[config.mk]
export PLATFORM = sky130hd
export DESIGN_NAME = flex_counter_ud_flat
export DESIGN_NICKNAME = d
export VERILOG_FILES = /design/src/rtl/flex_counter_ud_if.sv /design/src/rtl/flex_counter_ud.sv /design/src/flat_wrapper.sv
export SDC_FILE = /design/constraint.sdc
export NUM_CORES = 1
export LEC_CHECK = 0
export BUFFER_PORTS_ARGS = -buffer_cell sky130_fd_sc_hd__buf_2
export CAP_MARGIN = 20
export CORE_ASPECT_RATIO = 0.8
export CORE_MARGIN = 10
export CORE_UTILIZATION = 61
export CTS_BUF_LIST = sky130_fd_sc_hd__clkbuf_8
export CTS_CLUSTER_DIAMETER = 80
export DETAILED_ROUTE_END_ITERATION = 12
export PLACE_DENSITY = 0.92
export SYNTH_ARGS = -nofsm -noshare
export SYNTH_HDL_FRONTEND = slang
export SYNTH_SLANG_ARGS = --single-unit
[constraint.sdc]
create_clock -name CLK -period 5.53 [get_ports CLK]
set_input_delay 0.553 -clock CLK [delete_from_list [all_inputs] [get_ports CLK]]
set_output_delay 0.553 -clock CLK [all_outputs]
set_load 0.1 [all_outputs]
[src/rtl/flex_counter_ud_if.sv]
// Signal bundle for flex_counter_ud: control inputs plus registered count/status.
// wrap_count is present only when FLEX_COUNTER_ROLLOVER_CNT_EN is defined.
interface flex_counter_ud_if #(
  parameter int NUM_CNT_BITS = 4
`ifdef FLEX_COUNTER_ROLLOVER_CNT_EN
  , parameter int WRAP_CNT_BITS = 8
`endif
);
  logic                    clear;
  logic                    count_enable;
  logic                    count_dir;
  logic                    load;
  logic [NUM_CNT_BITS-1:0] load_val;
  logic [NUM_CNT_BITS-1:0] rollover_val;
  logic                    sat_mode;
  logic [NUM_CNT_BITS-1:0] count_out;
  logic                    rollover_flag;
  logic                    underflow_flag;
  logic                    at_zero;
`ifdef FLEX_COUNTER_ROLLOVER_CNT_EN
  logic [WRAP_CNT_BITS-1:0] wrap_count;
`endif

  modport master (
    output clear, count_enable, count_dir, load, load_val, rollover_val, sat_mode,
    input  count_out, rollover_flag, underflow_flag, at_zero
`ifdef FLEX_COUNTER_ROLLOVER_CNT_EN
    , input wrap_count
`endif
  );

  modport slave (
    input  clear, count_enable, count_dir, load, load_val, rollover_val, sat_mode,
    output count_out, rollover_flag, underflow_flag, at_zero
`ifdef FLEX_COUNTER_ROLLOVER_CNT_EN
    , output wrap_count
`endif
  );
endinterface

[src/rtl/flex_counter_ud.sv]
// Up/down flex counter with load, wrap/saturate limits, underflow pulse and zero detect.
// Optional wrap-event counter output enabled by defining FLEX_COUNTER_ROLLOVER_CNT_EN.
module flex_counter_ud #(
  parameter int NUM_CNT_BITS  = 4,
  parameter int WRAP_CNT_BITS = 8
) (
  input logic               CLK,
  input logic               nRST,
  flex_counter_ud_if.slave  bus
);

  typedef logic [NUM_CNT_BITS-1:0] cnt_t;

  localparam cnt_t CNT_ZERO = {NUM_CNT_BITS{1'b0}};
  localparam cnt_t CNT_ONE  = cnt_t'(1'b1);

  if (NUM_CNT_BITS < 1 || WRAP_CNT_BITS < 1) begin : g_param_check
    $error("flex_counter_ud: counter widths must be at least 1");
  end

  // Next value for an up step with a non-zero terminal value
  function automatic cnt_t up_next(input cnt_t cur, input cnt_t term, input logic sat);
    cnt_t res;
    if (cur < term) begin
      res = cur + CNT_ONE;
    end else if (sat) begin
      res = term;
    end else begin
      res = CNT_ONE;
    end
    return res;
  endfunction

  // Next value for a down step with a non-zero terminal value
  function automatic cnt_t down_next(input cnt_t cur, input cnt_t term, input logic sat);
    cnt_t res;
    if (cur == CNT_ZERO) begin
      res = sat ? CNT_ZERO : term;
    end else if (cur <= term) begin
      res = cur - CNT_ONE;
    end else begin
      res = term;
    end
    return res;
  endfunction

  cnt_t count_r;
  logic rollover_r;
  logic underflow_r;
  logic at_zero_r;

  cnt_t count_next_s;
  logic underflow_next_s;
  logic wrap_event_s;
  logic term_zero_s;

  assign term_zero_s = (bus.rollover_val == CNT_ZERO);

  // Next-state selection: clear > load > count step > hold
  always_comb begin
    count_next_s     = count_r;
    underflow_next_s = 1'b0;
    wrap_event_s     = 1'b0;
    if (bus.clear) begin
      count_next_s = CNT_ZERO;
    end else if (bus.load) begin
      count_next_s = bus.load_val;
    end else if (bus.count_enable && !term_zero_s) begin
      if (bus.count_dir) begin
        count_next_s = up_next(count_r, bus.rollover_val, bus.sat_mode);
        wrap_event_s = (count_r >= bus.rollover_val) && !bus.sat_mode;
      end else begin
        count_next_s     = down_next(count_r, bus.rollover_val, bus.sat_mode);
        underflow_next_s = (count_r == CNT_ZERO);
        wrap_event_s     = (count_r == CNT_ZERO) && !bus.sat_mode;
      end
    end else begin
      count_next_s = count_r;
    end
  end

  // Count and status registers; flags derive from the value being registered
  always_ff @(posedge CLK or negedge nRST) begin
    if (!nRST) begin
      count_r     <= CNT_ZERO;
      rollover_r  <= 1'b0;
      underflow_r <= 1'b0;
      at_zero_r   <= 1'b1;
    end else begin
      count_r     <= count_next_s;
      rollover_r  <= (count_next_s == bus.rollover_val) && !term_zero_s;
      underflow_r <= underflow_next_s;
      at_zero_r   <= (count_next_s == CNT_ZERO);
    end
  end

  assign bus.count_out      = count_r;
  assign bus.rollover_flag  = rollover_r;
  assign bus.underflow_flag = underflow_r;
  assign bus.at_zero        = at_zero_r;

`ifdef FLEX_COUNTER_ROLLOVER_CNT_EN
  logic [WRAP_CNT_BITS-1:0] wrap_cnt_r;

  // Wrap-event counter: saturates at all-ones, cleared by clear, ignores load
  always_ff @(posedge CLK or negedge nRST) begin
    if (!nRST) begin
      wrap_cnt_r <= {WRAP_CNT_BITS{1'b0}};
    end else if (bus.clear) begin
      wrap_cnt_r <= {WRAP_CNT_BITS{1'b0}};
    end else if (!bus.load && wrap_event_s && (wrap_cnt_r != {WRAP_CNT_BITS{1'b1}})) begin
      wrap_cnt_r <= wrap_cnt_r + {{(WRAP_CNT_BITS-1){1'b0}}, 1'b1};
    end else begin
      wrap_cnt_r <= wrap_cnt_r;
    end
  end

  assign bus.wrap_count = wrap_cnt_r;
`else
  logic unused_wrap_s;
  assign unused_wrap_s = wrap_event_s;
`endif

endmodule

[src/flat_wrapper.sv]
// flat-port wrapper written by rule: the top's interface ports become plain ports
module flex_counter_ud_flat 
#(
  parameter int NUM_CNT_BITS  = 4,
  parameter int WRAP_CNT_BITS = 8
)
  (CLK, nRST, bus_clear, bus_count_enable, bus_count_dir, bus_load, bus_load_val, bus_rollover_val, bus_sat_mode, bus_count_out, bus_rollover_flag, bus_underflow_flag, bus_at_zero);
  flex_counter_ud_if #(.NUM_CNT_BITS(NUM_CNT_BITS)) bus_i ();
  input logic CLK;
  input logic nRST;
  input wire logic [$bits(bus_i.clear)-1:0] bus_clear;
  input wire logic [$bits(bus_i.count_enable)-1:0] bus_count_enable;
  input wire logic [$bits(bus_i.count_dir)-1:0] bus_count_dir;
  input wire logic [$bits(bus_i.load)-1:0] bus_load;
  input wire logic [$bits(bus_i.load_val)-1:0] bus_load_val;
  input wire logic [$bits(bus_i.rollover_val)-1:0] bus_rollover_val;
  input wire logic [$bits(bus_i.sat_mode)-1:0] bus_sat_mode;
  output wire logic [$bits(bus_i.count_out)-1:0] bus_count_out;
  output wire logic [$bits(bus_i.rollover_flag)-1:0] bus_rollover_flag;
  output wire logic [$bits(bus_i.underflow_flag)-1:0] bus_underflow_flag;
  output wire logic [$bits(bus_i.at_zero)-1:0] bus_at_zero;
  assign bus_i.clear = bus_clear;
  assign bus_i.count_enable = bus_count_enable;
  assign bus_i.count_dir = bus_count_dir;
  assign bus_i.load = bus_load;
  assign bus_i.load_val = bus_load_val;
  assign bus_i.rollover_val = bus_rollover_val;
  assign bus_i.sat_mode = bus_sat_mode;
  assign bus_count_out = bus_i.count_out;
  assign bus_rollover_flag = bus_i.rollover_flag;
  assign bus_underflow_flag = bus_i.underflow_flag;
  assign bus_at_zero = bus_i.at_zero;
  flex_counter_ud #(.NUM_CNT_BITS(NUM_CNT_BITS), .WRAP_CNT_BITS(WRAP_CNT_BITS)) u_core (.CLK(CLK), .nRST(nRST), .bus(bus_i));
endmodule
==> results of run 1 <==
-- sequential cells by signal, indices dropped and copies added (netlist names) --
name and count:
u_core.bus.underflow_flag 1, u_core.bus.count_out 4, u_core.bus.rollover_flag 1, u_core.bus.at_zero 1
-- final timing paths --
kind / from / to / slack [ns] / cells past startpoint
setup / recovery: bus_rollover_val[1] / u_core.bus.at_zero / 2.60 / 10
hold / removal: nRST / u_core.bus.count_out[1] / 0.15 / 1
setup reg to reg: u_core.bus.count_out[0] / u_core.bus.rollover_flag / 2.62 / 9
hold reg to reg: u_core.bus.count_out[2] / u_core.bus.underflow_flag / 0.81 / 3
max in group asynchronous: nRST / u_core.bus.at_zero / 5.15 / 1
min in group CLK: bus_count_dir / u_core.bus.underflow_flag / 0.67 / 2
-- cell families after synthesis --
logic type	synth area share [%]
and+or+nand+nor	30.4
AOI/OAI and AO/OA	32.9
xor gates and xnor gates	2.45
DFF	16.5
buffers and inverters	7.94
adders and majority gates	7.01
muxes	2.80
-- worst reg2reg max path: stages, from the launching register on --
cell      delay, ns
dfrtp_1        0.51
inv_1          0.23
ha_1           0.31
or4b_4         0.56
o211ai_2       0.11
o22ai_1        0.11
a211o_1        0.33
a311oi_2       0.25
o211ai_1       0.13
nor4_2         0.28
-- metal layers --
metal | track usage (%) | wire [um] | up-vias
met5 | 0 | 0 | -
met4 | 4.18 | 39 | 0
met3 | 3.31 | 401 | 8
met2 | 27.6 | 1550 | 101
met1 | 24.4 | 1370 | 541
li1 | - | - | 568
-- cell type report --
| class | count | area [um^2] | area share [%] |
|---|---|---|---|
| sequential | 7 | 176 | 14.7 |
| clock inverter | 1 | 5.00 | 0.418 |
| multi-input combinational | 115 | 810 | 67.5 |
| tap | 22 | 27.5 | 2.30 |
| timing repair buffer | 21 | 105 | 8.77 |
| inverter | 9 | 33.8 | 2.82 |
| clock buffer | 3 | 41.3 | 3.44 |
-- power by group --
group          leakage, nW  internal, mW  switching (mW)
Clock               0.0255        0.0490          0.0253
Combinational        0.426        0.0449          0.0959
Sequential          0.0895        0.0563         0.00823
Total                0.541         0.150           0.129
-- through the flow --
step | worst slack (ns) | cells | power, mW | area (um^2)
floorplan | 2.48 | 141 | 0.173 | 1070
global placement | 2.48 | 174 | 0.201 | 1150
detailed placement | 2.43 | 174 | 0.202 | 1150
CTS | 2.66 | 178 | 0.278 | 1200
global route | 2.32 | 178 | 0.295 | 1200
finish | 2.60 | 178 | 0.280 | 1200
-- cell usage after synthesis (3+ instances only) --
| cell type | count |
|---|---|
| nor2b_1 | 5 |
| nor3_1 | 6 |
| dfrtp_1 | 6 |
| nand3_1 | 5 |
| a21oi_1 | 6 |
| nand2_1 | 9 |
| clkbuf_1 | 6 |
| inv_1 | 9 |
| nor4_1 | 4 |
| nor2_1 | 10 |
| ha_1 | 6 |
| mux2i_1 | 3 |
| o21ai_0 | 9 |
| o211ai_1 | 3 |
-- cell usage in the layout, fill, tap and decap left out, drive strengths merged, types with 2 or more instances in the layout --
| cell | n |
|---|---|
| a211o | 2 |
| nand4 | 2 |
| nor3b | 2 |
| a311oi | 2 |
| o21a | 2 |
| inv | 9 |
| buf | 21 |
| nor4 | 5 |
| a211oi | 2 |
| o211ai | 4 |
| o21ai | 9 |
| a221oi | 2 |
| a21o | 2 |
| nand2 | 9 |
| nor2 | 10 |
| clkbuf | 3 |
| nor2b | 5 |
| nand3 | 5 |
| a21oi | 6 |
| nor3 | 6 |
| a21boi | 2 |
| o22ai | 2 |
| nand2b | 2 |
| dfrtp | 6 |
| and2 | 2 |
| or4 | 2 |
| mux2i | 3 |
| o31a | 2 |
| xnor2 | 2 |
| ha | 6 |
==> implementation parameters, run 1 <==
Parameter                              Value

Synth
  EDFF count, synth ... 0
  Cell type with the largest total area after synthesis ... dfrtp_1
  Warning count from the yosys run ... 0
  Avg Inst Size Synth ... 7.60 um^2
  Flip-flop cell with the highest count after synthesis ... dfrtp_1
  Syn nets ... 162
  #FFs+latches synth ... 7
  Post-synthesis cell type count ... 54
  Largest cells by area after synthesis ... dfrtp_1, ha_1, o21ai_0
  Cell count after synthesis ... 141
  Sequential fraction of the synthesis area ... 16.5%
  Fraction of synthesis flops using an asynchronous set or reset pin ... 100%
  Netlist Area Pre-Place ... 1070 um^2
  Synth top area share ... 14.0%

Clocking
  Post-CTS Hold Fix Bufs ... 0
  Maximum number of buffers from clock root to sink ... 2
  Reg clk slew, reported paths ... 0.05 ns
  Clk root buf ... clkbuf_8
  Clock tree from TritonCTS ... built
  TritonCTS sink count ... 7
  Clock insertion delay at the later pin of the skew report ... 0.23 ns
  Total of cells resized after clock tree synthesis ... 0
  H-tree depth reported by CTS ... 1
  TritonCTS Buffers ... 3
  Total setup buffers inserted after CTS ... 0

Status
  Result of the run ... finished clean

Worst setup path
  Critical path data required time ... 5.67 ns
  Capturing element type of the critical path ... flop
  Arrival time at the worst endpoint ... 3.07 ns
  Category of cells accounting for the largest share of critical-path delay ... compound AO/OA/AOI/OAI gates
  CP max stage cell ... a311oi_1
  Crit path launch type ... input pin
  Series of cell instances along the critical path ... buf_2, inv_1, ha_1, nor2b_1, o31ai_2, mux2i_1, a311oi_1, o21ai_0, a21boi_0, nor4_1
  Crit Path Class ... in2reg
  Critical path peak fanout ... 9
  Maximum cell stage delay along the critical path ... 0.57 ns
  Number of buffer and inverter stages on the critical path ... 2

Timing
  Post-route minimum period ... 2.93 ns
  Post-route setup TNS ... 0 ns
  Setup clock skew after layout ... 0.00423 ns
  Number of slew-limit violations in the final report ... 0
  Fin Hold WS ... 0.149 ns
  Unrepaired setup endpoints after global routing ... false
  Final number of hold-violating endpoints ... 0
  Relative slew slack ... 48.9%
  Fin crit share ... 52.9%
  Worst Tran Pin Value ... 0.758 ns
  Number of failing setup endpoints in the final timing report ... 0
  Maximum operating frequency ... 342 MHz

Place
  Number of port buffers ... 21
  Last weighted congestion value of the routability-driven placer ... 1.05
  Post-detail-place hpwl ... 2.59 mm

Die
  Effective utilization at floorplan ... 65.2%
  Die Area ... 3840 um^2
  Row cnt ... 13
  Height of the die ... 57.5 um
  Width of the chip ... 66.8 um
  Number of top-level design ports ... 22
  Placeable Area ... 1640 um^2

Cells and area
  Number of diodes added for antenna fixing ... 0
  Synth-to-Final Area Change ... 11.9%
  Number of filler instances in the final layout ... 112
  Layout cells sized above 1 ... 22.4%
  Final net count ... 178
  Core utilization of the finished layout ... 73.0%

Global routing
  Vias in the first global route ... 1131
  Aggregate global routing overflow ... 0
  Antenna violations before repair ... 0
  Pin count of the biggest net entering global routing ... 14
  Aggregate global-route resource usage ... 17.8%
  Global-route wire length before repair ... 5.60 mm

Run
  Number of max-capacitance violations reported ... 0

Routing
  Routed len/inst ... 18.9 um
  Antenna viol nets, final ... 0
  DRC violation count after routing ... 0
  Average vias per placed instance ... 6.84
  Total Routed Length ... 3.37 mm
  Total iterations of the first detailed-routing run ... 5
  Overall via count from detail_route ... 1218
  Violation count after the first detailed-routing iteration ... 139

Worst hold path
  Kind of path behind the tightest hold check ... in2async

Power and ir drop
  Cell area power density ... 233 nW/um^2
  Leakage ... 0.541 nW
  Worst voltage drop across the vdd grid ... 0.265 mV
(Power assumes the default switching activity.)
==> run 2, diff against run 1 <==
ABC_AREA = 1   (was unset)
CORE_UTILIZATION = 54   (was 61)
PLACE_DENSITY = 0.86   (was 0.92)
clock period = 2.7 ns   (was 5.53 ns; I/O delays follow)
==> implementation parameters, run 2 <==
Parameter                              Value

Clocking
  Clock insertion delay at the later pin of the skew report ... 0.23 ns
  Clock tree from TritonCTS ... built
  H-tree depth reported by CTS ... 1
  Maximum number of buffers from clock root to sink ... 2
  Reg clk slew, reported paths ... 0.04 ns
  TritonCTS sink count ... 7
  Clk root buf ... clkbuf_8
  TritonCTS Buffers ... 3

Worst setup path
  Critical path peak fanout ... 8
  Category of cells accounting for the largest share of critical-path delay ... simple AND/OR/NAND/NOR gates
  Endpoint of the lowest-slack register-to-register path ... u_core.bus.rollover_flag
  Reg2Reg Depth ... 16
  Series of cell instances along the critical path ... ha_1, nand2_1, nand2_2, nand2_4, nand2_8, nand2_4, nand2_1, nand2_1, nand3_1, nand2_1, nand2_1, nand2_1, nand2_1, nand2_1, nand3_2, nor2_2
  Arrival time at the worst endpoint ... 2.27 ns
  Startpoint of the worst register-to-register path ... u_core.bus.count_out[1]
  Maximum cell stage delay along the critical path ... 0.48 ns
  Capturing element type of the critical path ... flop
  CP max stage cell ... dfrtp_1
  R2r setup slk ... 0.60 ns
  Crit path launch type ... flop
  Critical path data required time ... 2.87 ns
  Most frequent cell on the critical path ... nand2_1
  Number of buffer and inverter stages on the critical path ... 0
  Crit Path Class ... reg2reg

Status
  Result of the run ... finished clean

Cells and area
  Final net count ... 186
  Synth-to-Final Area Change ... 20.2%
  Top library cells by usage in the layout, fill and taps aside ... nand2_1, inv_1, nand3_1, buf_2, a21oi_1
  Number of filler instances in the final layout ... 127
  Layout cells sized above 1 ... 25.6%
  Number of diodes added for antenna fixing ... 0
  Total area of multi-input combinational cells ... 584 um^2
  Sequential standard cell area ... 176 um^2
  Most frequent standard cell in the layout excluding fill and tap cells ... nand2_1
  Max reg flops ... 4

Die
  Placeable Area ... 1460 um^2
  Row cnt ... 12
  Width of the chip ... 65.1 um
  Effective utilization at floorplan ... 60.4%
  Die Area ... 3650 um^2
  Number of top-level design ports ... 22
  Height of the die ... 56.1 um

Global routing
  Aggregate global-route resource usage ... 14.7%
  Antenna violations before repair ... 0
  Pin count of the biggest net entering global routing ... 10
  Vias in the first global route ... 924
  Global-route wire length before repair ... 4.20 mm
  Aggregate global routing overflow ... 0

Timing
  Worst Tran Pin Value ... 0.493 ns
  Number of slew-limit violations in the final report ... 0
  Fin crit share ... 77.9%
  Post-route minimum period ... 2.10 ns
  Fin Hold WS ... 0.282 ns
  Unrepaired setup endpoints after global routing ... false
  Number of failing setup endpoints in the final timing report ... 0
  Setup clock skew after layout ... 0.00273 ns
  Maximum operating frequency ... 475 MHz
  Post-route setup TNS ... 0 ns
  Final number of hold-violating endpoints ... 0
  Relative slew slack ... 67.4%

Synth
  Syn nets ... 161
  Post-synthesis simple-gate area fraction ... 43.2%
  #FFs+latches synth ... 7
  Largest cells by area after synthesis ... dfrtp_1, nand2_1, nand3_1
  Fraction of synthesis flops using an asynchronous set or reset pin ... 100%
  Post-synthesis share of cell area spent on full adders, half adders and majority gates ... 8.53%
  Warning count from the yosys run ... 0
  Sequential fraction of the synthesis area ... 20.1%
  Post-synthesis cell type count ... 25
  Cell type with the largest total area after synthesis ... dfrtp_1
  Parity-gate share of the synthesized area counting xor and xnor cells ... 3.98%
  Netlist Area Pre-Place ... 880 um^2
  Dominant combinational cell family by area after synthesis ... simple AND/OR/NAND/NOR gates
  Leading post-synthesis cells by instance count ... nand2_1, inv_1, nand3_1, a21oi_1
  EDFF count, synth ... 0
  Avg Inst Size Synth ... 6.28 um^2
  Multiplexer share of the synthesized area ... 0%
  Most used standard cell by instance count after synthesis ... nand2_1
  Compound-Gate Fraction of Synth Area ... 10.7%
  Flip-flop cell with the highest count after synthesis ... dfrtp_1
  Synth top area share ... 17.1%
  Cell count after synthesis ... 140

Routing
  Violation count after the first detailed-routing iteration ... 61
  Total Routed Length ... 2.60 mm
  DRC violation count after routing ... 0
  Overall via count from detail_route ... 1001
  Average vias per placed instance ... 5.41
  Routed len/inst ... 14.0 um
  Total iterations of the first detailed-routing run ... 4
  Antenna viol nets, final ... 0

Place
  Last weighted congestion value of the routability-driven placer ... 0.995
  Post-detail-place hpwl ... 2.06 mm
  Number of port buffers ... 21

Worst hold path
  Cells on Worst Hold Path ... 2
  Hold Path Origin ... bus_clear
  Kind of path behind the tightest hold check ... in2reg
  End point of the worst hold path ... u_core.bus.underflow_flag

Power and ir drop
  Worst voltage drop across the vdd grid ... 0.375 mV
  Switching Share ... 46.1%
  Internal cell power ... 0.290 mW
  Part of the total power dissipated in sequential elements ... 23.5%
  Cell area power density ... 509 nW/um^2
  Net load switching power ... 0.248 mW
  Leakage ... 0.655 nW
  Comb power frac ... 49.3%
  Clock network power share ... 27.2%

Run
  Number of max-capacitance violations reported ... 0
==> run 2: cell type report <==
type | count | share of cell area, %
flip-flops and latches | 7 | 16.7
well taps | 21 | 2.49
inverters | 29 | 10.4
repair buffers | 22 | 10.9
clock buffers | 3 | 3.91
clock inverters | 1 | 0.355
multi-input cells | 102 | 55.3
==> run 2: what timing repair did <==
item,4_1_cts,5_1_grt
hold buffers,1,0
endpoints found under the setup margin,0,0
endpoints found under the hold margin,6,0
gates resized for setup,0,0
buffers inserted,0,0
==> run 2: how the worst max path moves through the flow <==
stage	start	to	slack (ns)	depth (start not counted)
after floorplan	u_core.bus.count_out[0]	u_core.bus.rollover_flag	0.23	19
after global placement	bus_rollover_val[3]	u_core.bus.rollover_flag	0.67	15
after detailed placement	bus_rollover_val[3]	u_core.bus.rollover_flag	0.63	15
after CTS	u_core.bus.count_out[1]	u_core.bus.rollover_flag	0.65	16
after global routing	u_core.bus.count_out[1]	u_core.bus.at_zero	0.47	14
final	u_core.bus.count_out[1]	u_core.bus.rollover_flag	0.60	16
==> run 2: per-stage QoR <==
| step | worst slack [ns] | instance area (um^2) | power (mW) | util (%) | std cells |
|---|---|---|---|---|---|
| floorplan | 0.234 | 880 | 0.329 | - | 140 |
| global placement | 0.673 | 1000 | 0.380 | 68.8 | 180 |
| detailed placement | 0.631 | 1000 | 0.386 | 68.8 | 180 |
| CTS | 0.655 | 1060 | 0.538 | 72.6 | 185 |
| global route | 0.469 | 1060 | 0.575 | 72.6 | 185 |
| finish | 0.596 | 1060 | 0.538 | 72.6 | 185 |
==> run 2: worst register-to-register path, stage by stage (launching register included) <==
cell and delay [ns]:
dfrtp_1 0.48, ha_1 0.38, nand2_1 0.10, nand2_2 0.07, nand2_4 0.11, nand2_8 0.08
nand2_4 0.10, nand2_1 0.06, nand2_1 0.05, nand3_1 0.06, nand2_1 0.07, nand2_1 0.06
nand2_1 0.13, nand2_1 0.07, nand2_1 0.08, nand3_2 0.07, nor2_2 0.09
==> run 2: logic make-up after synthesis <==
group                    Yosys count
buffers and inverters             31
adder cells (fa/ha/maj)            6
flip-flops                         7
XOR/XNOR                           4
AO/OA/AOI/OAI                     16
AND/OR/NAND/NOR                   76
==> run 2: layer usage <==
metal / vias up / part of all wire [%] / global-route usage [%]
met3: 12 / 11 / 4.62
met4: 0 / 3.9 / 10.3
met2: 64 / 42 / 20.9
li1: 489 / - / -
met5: - / 0 / 0
met1: 436 / 43 / 17.9
==> run 2: power by group through the flow <==
stage / clock network, mW / registers [mW] / logic, mW
2_1_floorplan: 0 / 0.185 / 0.145
4_1_cts: 0.150 / 0.126 / 0.262
5_1_grt: 0.159 / 0.127 / 0.288
3_5_place_dp: 0 / 0.127 / 0.259
3_3_place_gp: 0 / 0.127 / 0.253
6_report: 0.146 / 0.126 / 0.265
==> run 3, diff against run 2 <==
clock period = 2.2 ns   (was 2.7 ns; I/O delays follow)
==> implementation parameters, run 3 (synthesis gave the netlist of run 2 again) <==
Parameter                              Value

Die
  Number of top-level design ports ... 22
  Die Area ... 3650 um^2
  Width of the chip ... 65.1 um
  Row cnt ... 12
  Placeable Area ... 1460 um^2
  Effective utilization at floorplan ... 60.4%
  Height of the die ... 56.1 um

Timing
  Worst Tran Pin Value ... 0.490 ns
  Post-route minimum period ... 2.04 ns
  Setup clock skew after layout ... 0.000539 ns
  Fin crit share ... 92.7%
  Final number of hold-violating endpoints ... 0
  Relative slew slack ... 67.6%
  Setup WS post-layout ... 0.160 ns
  Number of failing setup endpoints in the final timing report ... 0
  Unrepaired setup endpoints after global routing ... false
  Post-route setup TNS ... 0 ns
  Fin Hold WS ... 0.247 ns
  Number of slew-limit violations in the final report ... 0
  Maximum operating frequency ... 490 MHz

Clocking
  TritonCTS sink count ... 7
  H-tree depth reported by CTS ... 1
  Reg clk slew, reported paths ... 0.04 ns
  Clock tree from TritonCTS ... built
  Maximum number of buffers from clock root to sink ... 2
  Clock insertion delay at the later pin of the skew report ... 0.22 ns
  Clk root buf ... clkbuf_8
  TritonCTS Buffers ... 3

Worst hold path
  Cells on Worst Hold Path ... 2
  Kind of path behind the tightest hold check ... in2reg

Cells and area
  Layout cells sized above 1 ... 29.1%
  Max reg flops ... 4
  Number of diodes added for antenna fixing ... 0
  Synth-to-Final Area Change ... 21.9%
  Top library cells by usage in the layout, fill and taps aside ... nand2_1, inv_1, nand3_1, buf_2, a21oi_1
  Most frequent standard cell in the layout excluding fill and tap cells ... nand2_1
  Final net count ... 187

Routing
  Violation count after the first detailed-routing iteration ... 101
  Average vias per placed instance ... 5.27
  Antenna viol nets, final ... 0
  Total Routed Length ... 2.57 mm
  Total iterations of the first detailed-routing run ... 4
  Routed len/inst ... 13.8 um
  DRC violation count after routing ... 0
  Overall via count from detail_route ... 980

Place
  Placement Setup Slack ... 0.172 ns
  Last weighted congestion value of the routability-driven placer ... 0.992
  Number of port buffers ... 21
  Post-detail-place hpwl ... 2.13 mm

Worst setup path
  Arrival time at the worst endpoint ... 2.19 ns
  Number of cells on the critical path ... 14
  Number of buffer and inverter stages on the critical path ... 2
  Capturing element type of the critical path ... flop
  Series of cell instances along the critical path ... ha_1, nand2_2, clkinv_2, nand2_4, nand3_1, nand2_1, inv_1, a21oi_1, nand2_1, nand2_1, nand3_1, nand2_1, nand3_2, nor2_2
  Most frequent cell on the critical path ... nand2_1
  Critical path data required time ... 2.36 ns
  Crit path launch type ... flop
  Crit Path Class ... reg2reg
  Reg2Reg Depth ... 14
  Critical path peak fanout ... 5
  CP max stage cell ... dfrtp_2
  Maximum cell stage delay along the critical path ... 0.43 ns
  Category of cells accounting for the largest share of critical-path delay ... simple AND/OR/NAND/NOR gates

Status
  Result of the run ... finished clean

Global routing
  Aggregate global routing overflow ... 0
  Pin count of the biggest net entering global routing ... 10
  Vias in the first global route ... 928
  Antenna violations before repair ... 0
  Global-route wire length before repair ... 4.32 mm
  Aggregate global-route resource usage ... 14.0%

Power and ir drop
  Overall power consumption ... 0.659 mW
  Cell area power density ... 614 nW/um^2
  Worst voltage drop across the vdd grid ... 0.358 mV
  Leakage ... 0.655 nW

Run
  Number of max-capacitance violations reported ... 0
==> run 3: repair_timing <==
item / 4_1_cts / 5_1_grt
endpoints found under the hold margin: 6 / 0
hold buffers: 1 / 0
gates resized for setup: 0 / 1
setup endpoints to repair: 0 / 1
setup buffers: 0 / 0
==> run 3: worst paths after layout <==
kind	from	slack, ns	to
worst max-delay path	u_core.bus.count_out[3]	0.16	u_core.bus.rollover_flag
min in group asynchronous	nRST	0.36	u_core.bus.underflow_flag
max in group asynchronous	nRST	1.62	u_core.bus.at_zero
worst max register to register	u_core.bus.count_out[3]	0.16	u_core.bus.rollover_flag
worst min register to register	u_core.bus.count_out[3]	0.77	u_core.bus.count_out[3]
worst min-delay path	bus_clear	0.25	u_core.bus.underflow_flag
==> run 3: worst reg2reg max path: stages, from the launching register on <==
cell	delay (ns)
dfrtp_2	0.43
ha_1	0.36
nand2_2	0.10
clkinv_2	0.08
nand2_4	0.12
nand3_1	0.08
nand2_1	0.07
inv_1	0.04
a21oi_1	0.18
nand2_1	0.08
nand2_1	0.11
nand3_1	0.09
nand2_1	0.09
nand3_2	0.06
nor2_2	0.10
==> run 3: layout make-up <==
class | count | area, um^2
Clock buffer | 3 | 41.3
Clock inverter | 1 | 3.75
Fill cell | 120 | 384
Inverter | 29 | 110
Multi-Input combinational cell | 102 | 587
Sequential cell | 7 | 181
Tap cell | 21 | 26.3
Timing Repair Buffer | 23 | 123
==> run 3: where the power goes <==
group          leakage (nW)  switching (mW)  internal [mW]
sequential           0.0843          0.0135          0.142
combinational         0.544           0.234         0.0951
clock                0.0269          0.0534          0.120
total                 0.655           0.301          0.358
==> run 3: per-stage QoR <==
step | std cells | util, % | area (um^2)
floorplan | 140 | - | 885
global placement | 181 | 69.7 | 1010
detailed placement | 181 | 69.7 | 1010
CTS | 186 | 73.5 | 1070
global route | 186 | 73.6 | 1070
finish | 186 | 73.6 | 1070
==> run 3: per-layer routing <==
layer	vias up	share of wire (%)	track usage, %
met2	54	45	21.1
met5	-	0	0
li1	490	-	-
met3	2	10	2.01
met4	0	0.66	4.85
met1	434	44	19.5
